<file path="config.mk">
export PLATFORM = sky130hd
export DESIGN_NAME = lcd_nibble_driver
export DESIGN_NICKNAME = d
export VERILOG_FILES = /design/src/rtl/lcd_nibble_driver_pkg.sv /design/src/rtl/lcd_nibble_driver.sv
export SDC_FILE = /design/constraint.sdc
export NUM_CORES = 1
export LEC_CHECK = 0
export ABC_AREA = 1
export CAP_MARGIN = 40
export CELL_PAD_IN_SITES_DETAIL_PLACEMENT = 1
export CELL_PAD_IN_SITES_GLOBAL_PLACEMENT = 2
export CORE_MARGIN = 2
export CORE_UTILIZATION = 34
export DETAILED_ROUTE_END_ITERATION = 10
export PLACE_DENSITY_LB_ADDON = 0.3
export SETUP_SLACK_MARGIN = 0.15
export SYNTH_ARGS = -nofsm -noshare
export SYNTH_HDL_FRONTEND = slang
export SYNTH_SLANG_ARGS = --single-unit
</file>
<file path="constraint.sdc">
create_clock -name i_clk -period 2 [get_ports i_clk]
set_input_delay 0.6 -clock i_clk [delete_from_list [all_inputs] [get_ports i_clk]]
set_output_delay 0.6 -clock i_clk [all_outputs]
set_load 0.01 [all_outputs]
</file>
<file path="src/rtl/lcd_nibble_driver_pkg.sv">
// Shared types and constants for the HD44780 4-bit nibble driver.
// Imported by the driver top; timing defaults live on the module.
package lcd_nibble_driver_pkg;

    typedef enum logic [2:0] {
        POWERUP,
        IDLE,
        SETUP,
        PULSE,
        HOLD,
        WAIT
    } lcd_drv_state_e;

    localparam logic [3:0] LCD_CMD_CLEAR_LO = 4'b0001;
    localparam logic [3:0] LCD_CMD_HOME_LO  = 4'b0010;

    function automatic int max2(input int a, input int b);
        return (a > b) ? a : b;
    endfunction

    // Low half of clear (0x01) or home (0x02/0x03).
    function automatic logic is_slow_lo(input logic [3:0] d);
        return (d == LCD_CMD_CLEAR_LO) ||
               (d == LCD_CMD_HOME_LO) ||
               (d == (LCD_CMD_CLEAR_LO | LCD_CMD_HOME_LO));
    endfunction

endpackage

</file>
<file path="src/rtl/lcd_nibble_driver.sv">
// HD44780 4-bit physical driver: power-up delay, RS/D setup,
// E strobe, hold and execution wait behind a valid/ready port.
module lcd_nibble_driver
    import lcd_nibble_driver_pkg::*;
#(
    parameter int CLK_HZ      = 27_000_000,
    parameter int POWERUP_CYC = 1_080_000,
    parameter int SETUP_CYC   = 2,
    parameter int E_HIGH_CYC  = 8,
    parameter int HOLD_CYC    = 2,
    parameter int EXEC_CYC    = 1_080,
    parameter int LONG_CYC    = 41_310
) (
    input  logic       i_clk,
    input  logic       i_rst,
    input  logic [3:0] i_display_data,
    input  logic       i_display_data_valid,
    input  logic       i_RS,
    output logic       o_is_ready,
    output logic       o_lcd_e,
    output logic       o_lcd_rs,
    output logic       o_lcd_rw,
    output logic [3:0] o_lcd_d
);

    localparam int MAXP = max2(max2(max2(POWERUP_CYC, SETUP_CYC),
                                    max2(E_HIGH_CYC, HOLD_CYC)),
                               max2(EXEC_CYC, LONG_CYC));
    localparam int CW = $clog2(MAXP) + 1;

    if (CLK_HZ < 1) begin : g_clk_hz_unset
    end

    lcd_drv_state_e state, state_n;
    logic [CW-1:0]  cnt, cnt_n;
    logic           ready_n, e_n, rs_n, prev_rs, prev_rs_n;
    logic [3:0]     d_n, prev_d, prev_d_n;
    logic           cnt_zero, accept, long_wait;

    assign o_lcd_rw  = 1'b0;
    assign cnt_zero  = (cnt == '0);
    assign accept    = o_is_ready && i_display_data_valid;
    assign long_wait = !o_lcd_rs && is_slow_lo(o_lcd_d) &&
                       !prev_rs && (prev_d == 4'b0000);

    always_ff @(posedge i_clk or posedge i_rst) begin
        if (i_rst) begin
            state      <= POWERUP;
            cnt        <= CW'(POWERUP_CYC - 1);
            o_is_ready <= 1'b0;
            o_lcd_e    <= 1'b0;
            o_lcd_rs   <= 1'b0;
            o_lcd_d    <= 4'h0;
            prev_d     <= 4'hF;
            prev_rs    <= 1'b1;
        end else begin
            state      <= state_n;
            cnt        <= cnt_n;
            o_is_ready <= ready_n;
            o_lcd_e    <= e_n;
            o_lcd_rs   <= rs_n;
            o_lcd_d    <= d_n;
            prev_d     <= prev_d_n;
            prev_rs    <= prev_rs_n;
        end
    end

    always_comb begin
        state_n = state;
        cnt_n   = cnt_zero ? cnt : cnt - 1'b1;
        unique case (1'b1)
            (state == POWERUP): begin
                if (cnt_zero) state_n = IDLE;
            end
            (state == IDLE): begin
                if (accept) begin
                    state_n = SETUP;
                    cnt_n   = CW'(SETUP_CYC - 1);
                end
            end
            (state == SETUP): begin
                if (cnt_zero) begin
                    state_n = PULSE;
                    cnt_n   = CW'(E_HIGH_CYC - 1);
                end
            end
            (state == PULSE): begin
                if (cnt_zero) begin
                    state_n = HOLD;
                    cnt_n   = CW'(HOLD_CYC - 1);
                end
            end
            (state == HOLD): begin
                if (cnt_zero) begin
                    state_n = WAIT;
                    cnt_n   = long_wait ? CW'(LONG_CYC - 1)
                                        : CW'(EXEC_CYC - 1);
                end
            end
            (state == WAIT): begin
                if (cnt_zero) state_n = IDLE;
            end
            default: state_n = POWERUP;
        endcase
    end

    always_comb begin
        ready_n   = o_is_ready;
        e_n       = o_lcd_e;
        rs_n      = o_lcd_rs;
        d_n       = o_lcd_d;
        prev_d_n  = prev_d;
        prev_rs_n = prev_rs;
        unique case (1'b1)
            (state == POWERUP): begin
                if (cnt_zero) ready_n = 1'b1;
            end
            (state == IDLE): begin
                if (accept) begin
                    d_n     = i_display_data;
                    rs_n    = i_RS;
                    ready_n = 1'b0;
                end
            end
            (state == SETUP): begin
                if (cnt_zero) e_n = 1'b1;
            end
            (state == PULSE): begin
                if (cnt_zero) e_n = 1'b0;
            end
            (state == HOLD): begin
                if (cnt_zero) begin
                    prev_d_n  = o_lcd_d;
                    prev_rs_n = o_lcd_rs;
                end
            end
            (state == WAIT): begin
                if (cnt_zero) ready_n = 1'b1;
            end
            default: ready_n = 1'b0;
        endcase
    end

endmodule

</file>
==> metrics.cfg <==
[routing]
drt-total-wl_um = 6040
dr.first_iter.drc_count = 60
routedWlPerCell_um = 14.3
vias = 2007
antenna_left = 0
drc = 0
viasPerCell = 4.76
dr.pass1.iters = 4

[global_routing]
grt_usage_pct = 18.0
grt_pass1_wl_um = 10400
use_met3_pct = 3.43
grt_max_degree = 38
gr-usage-met2_pct = 30.6
grt_pass1_vias = 2146
antenna_found_initial = 0
busiest_layer = met2
met1_usage_pct = 23.1
grt_overflow = 0

[power_and_ir_drop]
power_leakage_nw = 1.26
p_sw_share_pct = 21.8
p_int_mw = 1.14
power.switching_uw = 317
vdd_drop_max_mv = 0.352
power.share.clock_pct = 46.3
pwr-share-seq_pct = 51.4
pwr-share-comb_pct = 2.3
power_density_nw_per_um2 = 521

[setup_path]
crit_type = register to output pin
crit_required_ns = 1.40
cp-start-kind = register
rr_startpoint = cnt[0]
slowest_delay_ns = 0.54
ff2ff_path_depth = 10
crit_family = buffers and inverters
end_kind = output pin
worstSetupStartpoint = o_lcd_d[1]
path_max_fanout = 2
path_depth = 1
path_buf_inv = 1
critPathArrivalTime_ns = 1.19
crit_chain = clkdlybuf4s50_1
cpMaxStageDelayCell = clkdlybuf4s50_1

[timing]
hold_viol_final = 0
setup_violations = 0
min_period_over_period_pct = 89.4
max_freq_mhz = 559
skew_ns = 0.0139
rsz0062_at_grt = yes
tns_ns = 0
layout_min_cycle_time_ns = 1.79
hold_ws_ns = 0.480
slew_violations = 0

[die]
io_pins = 16
rows = 29
die_h_um = 86.2
design.core.area_um2 = 6460
start_util_pct = 35.6
die_w_um = 86.2
dieArea_um2 = 7440

[status]
status = complete, no violations

[cts]
htree_levels = 2
cts_tree = yes
path_clk_slew_ns = 0.08
cts_buffers = 5
root_buffer = clkbuf_8
cts.path.max_buffers = 2
clock_latency_ns = 0.30
clock_sinks = 37

[yosys]
syn_nets = 323
ys_ff_latch = 37
synth_area_um2 = 2300
syn_area_per_cell_um2 = 7.37
ys_seq_area_share_pct = 41.2
syn_inst = 312
yosysWarningCount = 0
ys_types = 36

[cells_and_area]
antenna_cells = 0
drive_gt1_share_pct = 25.2
syn_to_final_growth_pct = 21.7
nets = 355

[placement]
port_buffers = 14
gp_congestion = 0.816
hpwl_um = 4650

[flow_run]
maxCapViolCount = 0

[hold_path]
min_path_type = register to register
min_path_cells = 2
min_from = prev_d[1]

==> stage by stage <==
step	cell area (µm²)	total power [mW]	util (%)	worst slack [ns]	std cells
after detailed placement	2600	0.798	40.3	0.0452	410
after CTS	2740	1.48	42.4	0.155	422
final	2800	1.46	43.3	0.212	422
after global placement	2600	0.798	40.3	0.0680	410
after global routing	2800	1.50	43.3	0.134	422
after floorplan	2300	0.776	-	0.489	312
==> state kept, by name, indices dropped and copies added, names as in the netlist <==
name / count
prev_d: 4
cnt: 22
o_lcd_d: 4
o_lcd_rs: 1
state: 3
o_is_ready: 1
prev_rs: 1
o_lcd_e: 1
==> cells by family (layout without fill, tap and decap cells) <==
family / Yosys count / in the layout / synth area share [%]
flip-flops: 37 / 37 / 41.2
XOR/XNOR: 10 / 10 / 3.81
AO/OA/AOI/OAI: 32 / 32 / 8.49
other: 1 / 1 / 0.163
adder cells (fa/ha/maj): 3 / 3 / 1.63
AND/OR/NAND/NOR: 183 / 183 / 36.6
buffers and inverters: 46 / 79 / 8.05
==> repair_timing <==
| item | CTS | global route |
|---|---|---|
| pin swaps | 2 | 2 |
| setup buffers | 4 | 0 |
| gates resized for setup | 2 | 19 |
| setup endpoints to repair | 10 | 26 |
| hold buffers | 0 | 0 |
==> cell usage in the layout, fill, tap and decap left out, types with 2 or more instances in the layout <==
| cell type | count |
|---|---|
| nand3_1 | 21 |
| nor2_4 | 4 |
| xor2_1 | 8 |
| clkbuf_8 | 5 |
| dfrtp_1 | 19 |
| dfstp_2 | 18 |
| inv_1 | 34 |
| nand4_1 | 4 |
| dlymetal6s2s_1 | 3 |
| nor3_2 | 2 |
| buf_4 | 13 |
| o21ai_2 | 2 |
| o21ai_1 | 8 |
| dlygate4sd2_1 | 2 |
| nor2_1 | 48 |
| or2_2 | 2 |
| nand2_2 | 10 |
| ha_2 | 2 |
| clkdlybuf4s50_1 | 9 |
| inv_2 | 7 |
| nand2_1 | 68 |
| nand3_4 | 3 |
| a21oi_1 | 6 |
| o21ai_0 | 9 |
| nor2_2 | 10 |
| inv_4 | 2 |
| nor3_1 | 8 |
| xnor2_1 | 2 |
==> final timing paths <==
| path | to | slack [ns] |
|---|---|---|
| max reg2reg | cnt[19] | 0.23 |
| min reg2reg | prev_d[1] | 0.48 |
| max | o_lcd_d[1] | 0.21 |
| min | prev_d[1] | 0.48 |
| min in group asynchronous | o_lcd_rs | 0.65 |
| max in group asynchronous | cnt[12] | 1.08 |
==> layer usage <==
metal,up-vias,wire length (µm)
li1,1042,-
met1,935,2840
met2,23,2950
met3,7,152
met4,0,97
met5,-,0
==> cell usage after synthesis, drive strengths merged <==
library cell  count  share of area, %
o21ai            20               5.2
nand3b            1              0.33
or2               2              0.54
a31o              1              0.38
xnor2             2              0.76
a21oi             7               1.7
buf               3               1.0
inv              43               7.0
nand3            25               6.6
nand4             4               1.1
nor2             62                12
conb              1              0.16
nor3             10               2.6
ha                3               1.6
xor2              8               3.0
dfstp            18                21
o22ai             1              0.27
nand2            78                14
and2              1              0.27
o211ai            1              0.33
a21boi            1              0.33
a21o              1              0.33
dfrtp            19                21
==> tightest hold or removal path, stage by stage, from the launching register on <==
cell and delay (ns):
dfstp_2 0.37, nand2_1 0.05, o21ai_1 0.06
==> layout make-up <==
cell class,instances,area (µm²)
repair buffers,28,263
multi-input cells,229,1210
clock inverters,2,38.8
well taps,77,96.3
flip-flops and latches,37,948
fillers,822,3660
clock buffers,6,72.6
inverters,43,166
==> power groups by stage <==
stage / sequential [mW] / combinational [mW] / clock [mW]
5_1_grt: 0.750 / 0.0386 / 0.715
2_1_floorplan: 0.763 / 0.0130 / 0
3_5_place_dp: 0.763 / 0.0356 / 0
3_3_place_gp: 0.763 / 0.0355 / 0
4_1_cts: 0.750 / 0.0356 / 0.693
6_report: 0.750 / 0.0340 / 0.674
(Power assumes the default switching activity.)
